==> src/rtl/vram_frame_loader_if.sv <==
// Byte-stream input and VRAM write port of the frame loader.
// master = loader side, slave = source/VRAM side.
interface vram_frame_loader_if #(
    parameter int AW = 18
);
    logic [7:0]    in_data;
    logic          in_valid;
    logic          in_ready;
    logic          we;
    logic [AW-1:0] waddr;
    logic [11:0]   wdata;

    modport master (input in_data, in_valid, output in_ready, we, waddr, wdata);
    modport slave  (output in_data, in_valid, input in_ready, we, waddr, wdata);
endinterface

==> src/rtl/vram_frame_loader.sv <==
// Streams 2-byte RGB444 pixels into VRAM, FRAME_COUNT frames of FRAME_SIZE pixels
// laid out back to back from address 0.
module vram_frame_loader #(
    parameter int FRAME_COUNT = 5,
    parameter int FRAME_SIZE  = 30000,
    parameter int AW          = 18
) (
    input  logic                    clk,
    input  logic                    rstn,
    input  logic                    start,
    input  logic                    abort,
    vram_frame_loader_if.master     bus,
    output logic                    busy,
    output logic                    done,
    output logic [3:0]              frames_loaded
);
    localparam int PW = (FRAME_SIZE > 1) ? $clog2(FRAME_SIZE) : 1;

    typedef enum logic [1:0] {IDLE, BYTE0, BYTE1, DONE} state_t;

    state_t        state, state_nx;
    logic [PW-1:0] pix_cnt;
    logic [AW-1:0] frame_base;
    logic [3:0]    red;
    logic          hs, last_pix, last_frame, restart;

    assign hs         = bus.in_valid && bus.in_ready;
    assign last_pix   = (pix_cnt == PW'(FRAME_SIZE - 1));
    assign last_frame = (frames_loaded == 4'(FRAME_COUNT - 1));
    assign restart    = start && (state == IDLE || state == DONE);

    always_ff @(posedge clk or negedge rstn) begin
        if (!rstn) state <= IDLE;
        else       state <= state_nx;
    end

    always_comb begin
        state_nx     = state;
        bus.in_ready = 1'b0;
        busy         = 1'b0;
        done         = 1'b0;
        case (state)
            IDLE:  if (start) state_nx = BYTE0;
            BYTE0: begin
                bus.in_ready = 1'b1;
                busy         = 1'b1;
                if (hs) state_nx = BYTE1;
            end
            BYTE1: begin
                bus.in_ready = 1'b1;
                busy         = 1'b1;
                if (hs) state_nx = (last_pix && last_frame) ? DONE : BYTE0;
            end
            DONE: begin
                done = 1'b1;
                if (start) state_nx = BYTE0;
            end
            default: state_nx = IDLE;
        endcase
        // abort wins over start and over a same-cycle handshake
        if (abort) state_nx = IDLE;
    end

    always_ff @(posedge clk or negedge rstn) begin
        if (!rstn) begin
            pix_cnt       <= '0;
            frame_base    <= '0;
            frames_loaded <= '0;
            red           <= '0;
            bus.we        <= 1'b0;
            bus.waddr     <= '0;
            bus.wdata     <= '0;
        end else begin
            bus.we <= 1'b0;
            if (abort || restart) begin
                pix_cnt       <= '0;
                frame_base    <= '0;
                frames_loaded <= '0;
            end else if (hs && state == BYTE0) begin
                red <= bus.in_data[3:0];
            end else if (hs && state == BYTE1) begin
                bus.we    <= 1'b1;
                bus.waddr <= frame_base + AW'(pix_cnt);
                bus.wdata <= {red, bus.in_data};
                if (last_pix) begin
                    pix_cnt       <= '0;
                    frame_base    <= frame_base + AW'(FRAME_SIZE);
                    frames_loaded <= frames_loaded + 4'd1;
                end else begin
                    pix_cnt <= pix_cnt + PW'(1);
                end
            end
        end
    end
endmodule

==> src/flat_wrapper.sv <==
// flat-port wrapper written by rule: the top's interface ports become plain ports
module vram_frame_loader_flat 
#(
    parameter int FRAME_COUNT = 5,
    parameter int FRAME_SIZE  = 30000,
    parameter int AW          = 18
)
  (clk, rstn, start, abort, busy, done, frames_loaded, bus_in_data, bus_in_valid, bus_in_ready, bus_we, bus_waddr, bus_wdata);
  vram_frame_loader_if #(.AW(AW)) bus_i ();
  input  logic clk;
  input  logic rstn;
  input  logic start;
  input  logic abort;
  output logic busy;
  output logic done;
  output logic [3:0] frames_loaded;
  input wire logic [$bits(bus_i.in_data)-1:0] bus_in_data;
  input wire logic [$bits(bus_i.in_valid)-1:0] bus_in_valid;
  output wire logic [$bits(bus_i.in_ready)-1:0] bus_in_ready;
  output wire logic [$bits(bus_i.we)-1:0] bus_we;
  output wire logic [$bits(bus_i.waddr)-1:0] bus_waddr;
  output wire logic [$bits(bus_i.wdata)-1:0] bus_wdata;
  assign bus_i.in_data = bus_in_data;
  assign bus_i.in_valid = bus_in_valid;
  assign bus_in_ready = bus_i.in_ready;
  assign bus_we = bus_i.we;
  assign bus_waddr = bus_i.waddr;
  assign bus_wdata = bus_i.wdata;
  vram_frame_loader #(.FRAME_COUNT(FRAME_COUNT), .FRAME_SIZE(FRAME_SIZE), .AW(AW)) u_core (.clk(clk), .rstn(rstn), .start(start), .abort(abort), .bus(bus_i), .busy(busy), .done(done), .frames_loaded(frames_loaded));
endmodule
==> config.mk <==
export PLATFORM = sky130hd
export DESIGN_NAME = vram_frame_loader_flat
export DESIGN_NICKNAME = d
export VERILOG_FILES = /design/src/rtl/vram_frame_loader_if.sv /design/src/rtl/vram_frame_loader.sv /design/src/flat_wrapper.sv
export SDC_FILE = /design/constraint.sdc
export NUM_CORES = 1
export LEC_CHECK = 0
export CORE_ASPECT_RATIO = 1.1
export CORE_UTILIZATION = 52
export CTS_BUF_LIST = sky130_fd_sc_hd__clkbuf_8
export DETAILED_ROUTE_END_ITERATION = 16
export HOLD_SLACK_MARGIN = 0.02
export PLACE_DENSITY_LB_ADDON = 0.15
export SLEW_MARGIN = 20
export SYNTH_ARGS = -nofsm -noshare
export SYNTH_HDL_FRONTEND = slang
export SYNTH_SLANG_ARGS = --single-unit
==> constraint.sdc <==
create_clock -name clk -period 2.01 [get_ports clk]
set_input_delay 0.5025 -clock clk [delete_from_list [all_inputs] [get_ports clk]]
set_output_delay 0.5025 -clock clk [all_outputs]
set_load 0.005 [all_outputs]
# After elaboration in Yosys (flattened, before gate mapping)
# Index checks and enable logic that the tools add are counted.
[totals]
register_bits = 74
in_bits = 13
output_inout_bits = 38
wordCells = 63
[op_classes]
add_sub_neg = 4
n_eq_ne = 9
mux = 23
bitwise = 2
reduce_logical = 17
[op_table]
columns = ["op", "count"]
rows = [
  ["2-to-1 mux 18 bit", 4],
  ["2-to-1 mux 15 bit", 4],
  ["adder 18 x 15 -> 18 bit", 1],
  ["adder 18 x 15 -> 18 bit, second input constant", 1],
  ["2-to-1 mux 4 bit", 4],
  ["adder 15 x 1 -> 15 bit, second input constant", 1],
  ["== test 15 bit, second input constant", 1],
  ["2-to-1 mux 2 bit", 5],
  ["AND reduction 3 bit", 3],
  ["inequality test 3 x 2 -> 1 bit, second input constant", 2],
  ["one-hot mux 2 bit (3 select lines)", 1],
  ["logical AND 1 bit", 5],
  ["2-to-1 mux 1 bit", 5],
  ["adder 4 x 1 -> 4 bit, second input constant", 1],
  ["== test 2 bit, second input constant", 2],
  ["== test 4 x 3 -> 1 bit, second input constant", 1],
  ["AND reduction 2 bit", 2],
  ["nonzero test 2 bit", 2],
  ["OR reduction 2 bit", 2],
  ["inequality test 3 x 1 -> 1 bit, second input constant", 1],
  ["== test 2 x 1 -> 1 bit, second input constant", 1],
  ["zero test 2 bit", 1],
  ["logical OR 1 bit", 2],
  ["inequality test 2 x 1 -> 1 bit, second input constant", 1],
  ["inverter 1 bit", 2],
]

# Depth between registers and ports, before layout
[depth]
ltp_word = 8
depth_mapped = 10
mapped_depth_nobuf = 9

# Worst setup path before layout
# OpenSTA, ideal clock, no wires.
[synth_timing]
path_kind = "reg-to-reg"
from = "register u_core.state[0]"
to = "register u_core.pix_cnt[13]"
setup_time_ns = 0.099
t_arrival_ns = 2.086
required_time_ns = 1.911
setup_slack_ns = -0.175
stages_incl_launch_ff = 9
path_buffers = 1
synth_period_minus_slack_ns = 2.185
path_cell_list = "dfrtp_1 > inv_1 > ha_1 > a21o_1 > or3_1 > clkbuf_1 > nor2_1 > a31oi_1 > a311oi_1"
[synth_via]
elab_chain_len = 7
elab_cells_between_ends = 16
cone_classes = "eq/ne (4); mux (2); reduce/logical (10)"
[synth_rtl]
columns = ["element", "line_no", "rtl"]
rows = [
  ["start, declared", "vram_frame_loader.sv:21", "state_t state, state_nx;"],
  ["start signal, assigned", "vram_frame_loader.sv:34", "else state <= state_nx;"],
  ["== test 2 bit or == test 2 x 1 -> 1 bit (tied branches)", "vram_frame_loader.sv:42, vram_frame_loader.sv:81, vram_frame_loader.sv:79", ""],
  ["OR reduction 2 bit (no line)", "n/a", ""],
  ["2-to-1 mux 1 bit", "vram_frame_loader.sv:42", "case (state)"],
  ["logical AND 1 bit", "vram_frame_loader.sv:27", "assign hs = bus.in_valid && bus.in_ready;"],
  ["logical AND 1 bit, on equally long branches", "vram_frame_loader.sv:79, vram_frame_loader.sv:81", ""],
  ["inequality test 2 x 1 -> 1 bit (no line) or nonzero test 2 bit (tied branches)", "n/a", ""],
  ["AND reduction 2 bit (no line)", "n/a", ""],
  ["end signal, assigned", "vram_frame_loader.sv:90", "pix_cnt <= pix_cnt + PW'(1);"],
  ["end, declared", "vram_frame_loader.sv:22", "logic [PW-1:0] pix_cnt;"],
]
# Parallel ways exist; a longest one is shown, timed or not.
# A chain may end at the register's enable or synchronous reset.

# Final worst setup path
[layout_timing]
from = "register u_core.pix_cnt[9]"
to = "register u_core.state[1]"
[layout_via]
elab_chain_len = 6
[layout_rtl]
columns = ["element", "line_no", "rtl"]
rows = [
  ["== test 15 bit", "vram_frame_loader.sv:28", "assign last_pix = (pix_cnt == PW'(FRAME_SIZE - 1));"],
  ["logical AND 1 bit", "vram_frame_loader.sv:52", "if (hs) state_nx = (last_pix && last_frame) ? DONE : BYTE0;"],
  ["2-to-1 mux 2 bit (2 in series)", "vram_frame_loader.sv:52", ""],
  ["one-hot mux 2 bit (3 select lines)", "vram_frame_loader.sv:42", ""],
  ["2-to-1 mux 2 bit", "vram_frame_loader.sv:61", "if (abort) state_nx = IDLE;"],
]
# Every way passes these cells. The select of a mux whose other input is x is not followed.

==> impl_metrics.yaml <==
outcome:
  status: "complete, but fails checks"
  violations: "negative setup slack"
grt:
  busiest_layer: "met2"
  antenna_found_initial: 0
  use_met3_pct: 3.87
  grt_max_degree: 71
  use_met2_pct: 46.1
  use_met1_pct: 34.1
  grt_pass1_wl_um: 16300
  grt_overflow_total: 0
  track_usage_pct: 26.8
  first_global_vias: 3383
power_and_ir_drop:
  leakagePower_nw: 2.61
  pwr-share-seq_pct: 32.6
  sw_frac_of_total_pct: 31.3
  combinationalPowerShare_pct: 41.5
  powerDensity_mw_per_mm2: 1040
  clock_power_share_pct: 25.9
  power.internal_mw: 4.05
  ir_worst_vdd_uv: 723
  p_switching_mw: 1.85
cts:
  cts_tree: "built"
  clock_latency_ns: 0.35
  clockRootBuffer: "clkbuf_8"
  clk_pin_slew_ns: 0.08
  htree_levels: 3
  cts_hold_buf: 0
  clock_path_buffers: 2
  clock-sinks: 70
  numCtsBuffers: 9
synth:
  synth_cells: 416
  ys_seq_area_share_pct: 45.9
  async_flop_share_pct: 100
  synth.avg_cell_area_um2: 9.18
  synth_nets: 448
  synth-seq-cells: 70
  yosys_warnings: 0
  synth_ff_type: "dfrtp_1"
  yosysUniqueCellTypes: 54
  netlist_area_mm2: 0.00382
  synth_edf_count: 0
worst_setup_path:
  cp_data_required_time_ns: 2.28
  reg2reg_slack_ns: -0.07
  path_class: "reg -> reg"
  start_kind: "register"
  r2r_cells: 6
  reg2reg_to: "u_core.state[1]"
  worstPathArrival_ns: 2.35
  reg2reg_from: "u_core.pix_cnt[9]"
  crit_path_end_kind: "register"
  path_max_fanout: 4
cells_and_area:
  final_common_cell: "nand2_1"
  syn_to_final_growth_pct: 48.7
  layout_common_cells: "nand2_1 (77), buf_4 (74), dfrtp_1 (68), clkdlybuf4s50_1 (46), nor2_1 (27)"
  drive_gt1_share_pct: 30.4
  antenna_cells: 0
  fin_util_pct: 80.6
  nets: 579
  fin_area_mm2: 0.00568
die:
  core_mm2: 0.00705
  die_width_um: 83.7
  die-area_mm2: 0.00769
  rows: 32
  start_util_pct: 54.2
  die_y_um: 91.9
  ios: 51
drt:
  vias_per_cell: 5.70
  drt_iter0_markers: 263
  post_drt_wl_per_cell_um: 16.8
  ant_nets: 0
  dr.pass1.iters: 6
  vias: 3632
  drc: 0
  drt-total-wl_um: 10700
sta:
  fmax_mhz: 480
  hold_viol_final: 0
  fin_worst_skew_ns: 0.0104
  fin_crit_sh_pct: 104
  rsz0062_at_grt: "true"
  setup_violations: 10
  maxSlewViolCount: 0
  worst_slack_ns: -0.0738
  fin_crit_ns: 2.08
placed_design:
  port-buffer-count: 50
  hpwlAfterDp_um: 6470
  pre_cts_ws_ns: -0.321
  post_dp_cell_area_mm2: 0.00487
  globalplace.congestion: 0.897
worst_hold_path:
  hold_class: "in -> async"
flow_run:
  cap_violations: 0
-- synthesized netlist by cell type (2+ instances only) --
master     n  area, um2
nand4b_1   3       26.3
nor3_1     6       30.0
a311oi_1   2       17.5
a31oi_1    4       25.0
o31ai_1    3       22.5
and4_1     3       26.3
a22o_1     2       17.5
nand2_1   79        297
mux2_2     4       45.0
xnor2_1   16        140
o211ai_1   2       15.0
or3_2      5       37.5
or3_1      3       18.8
a21oi_1   22        110
a221oi_1   2       17.5
nand3b_1   2       15.0
xor2_1    13        114
dfrtp_1   70       1750
o21ai_0   40        200
nand4_1    4       25.0
inv_1     14       52.6
a21o_1     6       45.0
o22ai_1    2       12.5
buf_4      2       15.0
ha_1      19        238
clkbuf_1  15       56.3
a211oi_1   3       22.5
nand3_1    9       45.0
and2_1     3       18.8
and3_1     7       43.8
nor2_1    28        105
-- metrics by stage --
stage / instances / TNS [ns] / power, mW / hold WS, ns
3_3_place_gp: 598 / -12.40 / 3.86 / 0.444
3_5_place_dp: 598 / -13.56 / 3.93 / 0.453
2_1_floorplan: 416 / -0.0723 / 2.90 / 0.207
4_1_cts: 624 / -0.0552 / 5.65 / 0.184
6_report: 637 / -0.324 / 5.89 / 0.159
5_1_grt: 637 / -1.78 / 6.21 / 0.203
-- power by group through the flow --
stage | Clock, mW | Sequential [mW] | Combinational (mW)
2_1_floorplan | 0 | 1.96 | 0.944
3_3_place_gp | 0 | 1.92 | 1.94
3_5_place_dp | 0 | 1.94 | 1.99
4_1_cts | 1.54 | 1.92 | 2.20
5_1_grt | 1.59 | 1.97 | 2.65
6_report | 1.52 | 1.92 | 2.45
-- cell families (layout without fill, tap and decap cells) --
kind of cell | Yosys count | after routing | synth area share, %
fa+ha+maj | 19 | 19 | 6.22
other cells | 1 | 1 | 0.0982
flops | 70 | 70 | 45.9
compound gates | 98 | 98 | 15.7
xor+xnor | 29 | 29 | 6.65
mux | 4 | 4 | 1.18
simple gates | 163 | 163 | 20.8
buf+inv | 32 | 168 | 3.54
-- cell type report --
| class | count | area (um2) |
|---|---|---|
| Sequential cell | 70 | 1750 |
| Clock buffer | 10 | 138 |
| Clock inverter | 6 | 133 |
| Inverter | 14 | 60.1 |
| Tap cell | 85 | 106 |
| Fill cell | 433 | 1370 |
| Multi-Input combinational cell | 314 | 2260 |
| Timing Repair Buffer | 138 | 1230 |
-- how the worst max path moves through the flow --
stage | startpoint | end | slack [ns] | cells past startpoint
after floorplan | u_core.state[0] | u_core.pix_cnt[13] | -0.07 | 8
after global placement | bus_in_valid | u_core.frame_base[11] | -0.28 | 6
after detailed placement | bus_in_valid | u_core.pix_cnt[10] | -0.32 | 9
after CTS | u_core.state[0] | u_core.pix_cnt[6] | -0.03 | 9
after global routing | u_core.pix_cnt[5] | u_core.bus.waddr[17] | -0.16 | 7
final | u_core.pix_cnt[9] | u_core.state[1] | -0.07 | 6
-- sequential cells by signal, summed over array words and instances (netlist names) --
signal,count
u_core.bus.waddr,18
u_core.pix_cnt,15
u_core.frame_base,14
u_core.bus.wdata,12
u_core.frames_loaded,4
u_core.red,4
u_core.state,2
u_core.bus.we,1
-- critical path, stage by stage, from the launching register on --
cell and delay (ns):
dfrtp_2 0.45, or4bb_1 0.56, or4_4 0.58, buf_6 0.14, o22ai_2 0.08, a21oi_1 0.08
a21oi_1 0.12
-- routing by layer --
| metal | vias up | part of all wire, % | wire length, um |
|---|---|---|---|
| li1 | 1715 | - | - |
| met3 | 26 | 5.1 | 542 |
| met4 | 0 | 3.0 | 322 |
| met5 | - | 0 | 0 |
| met2 | 136 | 51 | 5450 |
| met1 | 1755 | 41 | 4410 |
-- repair_timing --
action,CTS,global route
resized for setup,44,59
cloned,0,0
setup buffers,10,14
setup endpoints to repair,26,58
pin swaps,25,29
(Power assumes the default switching activity.)
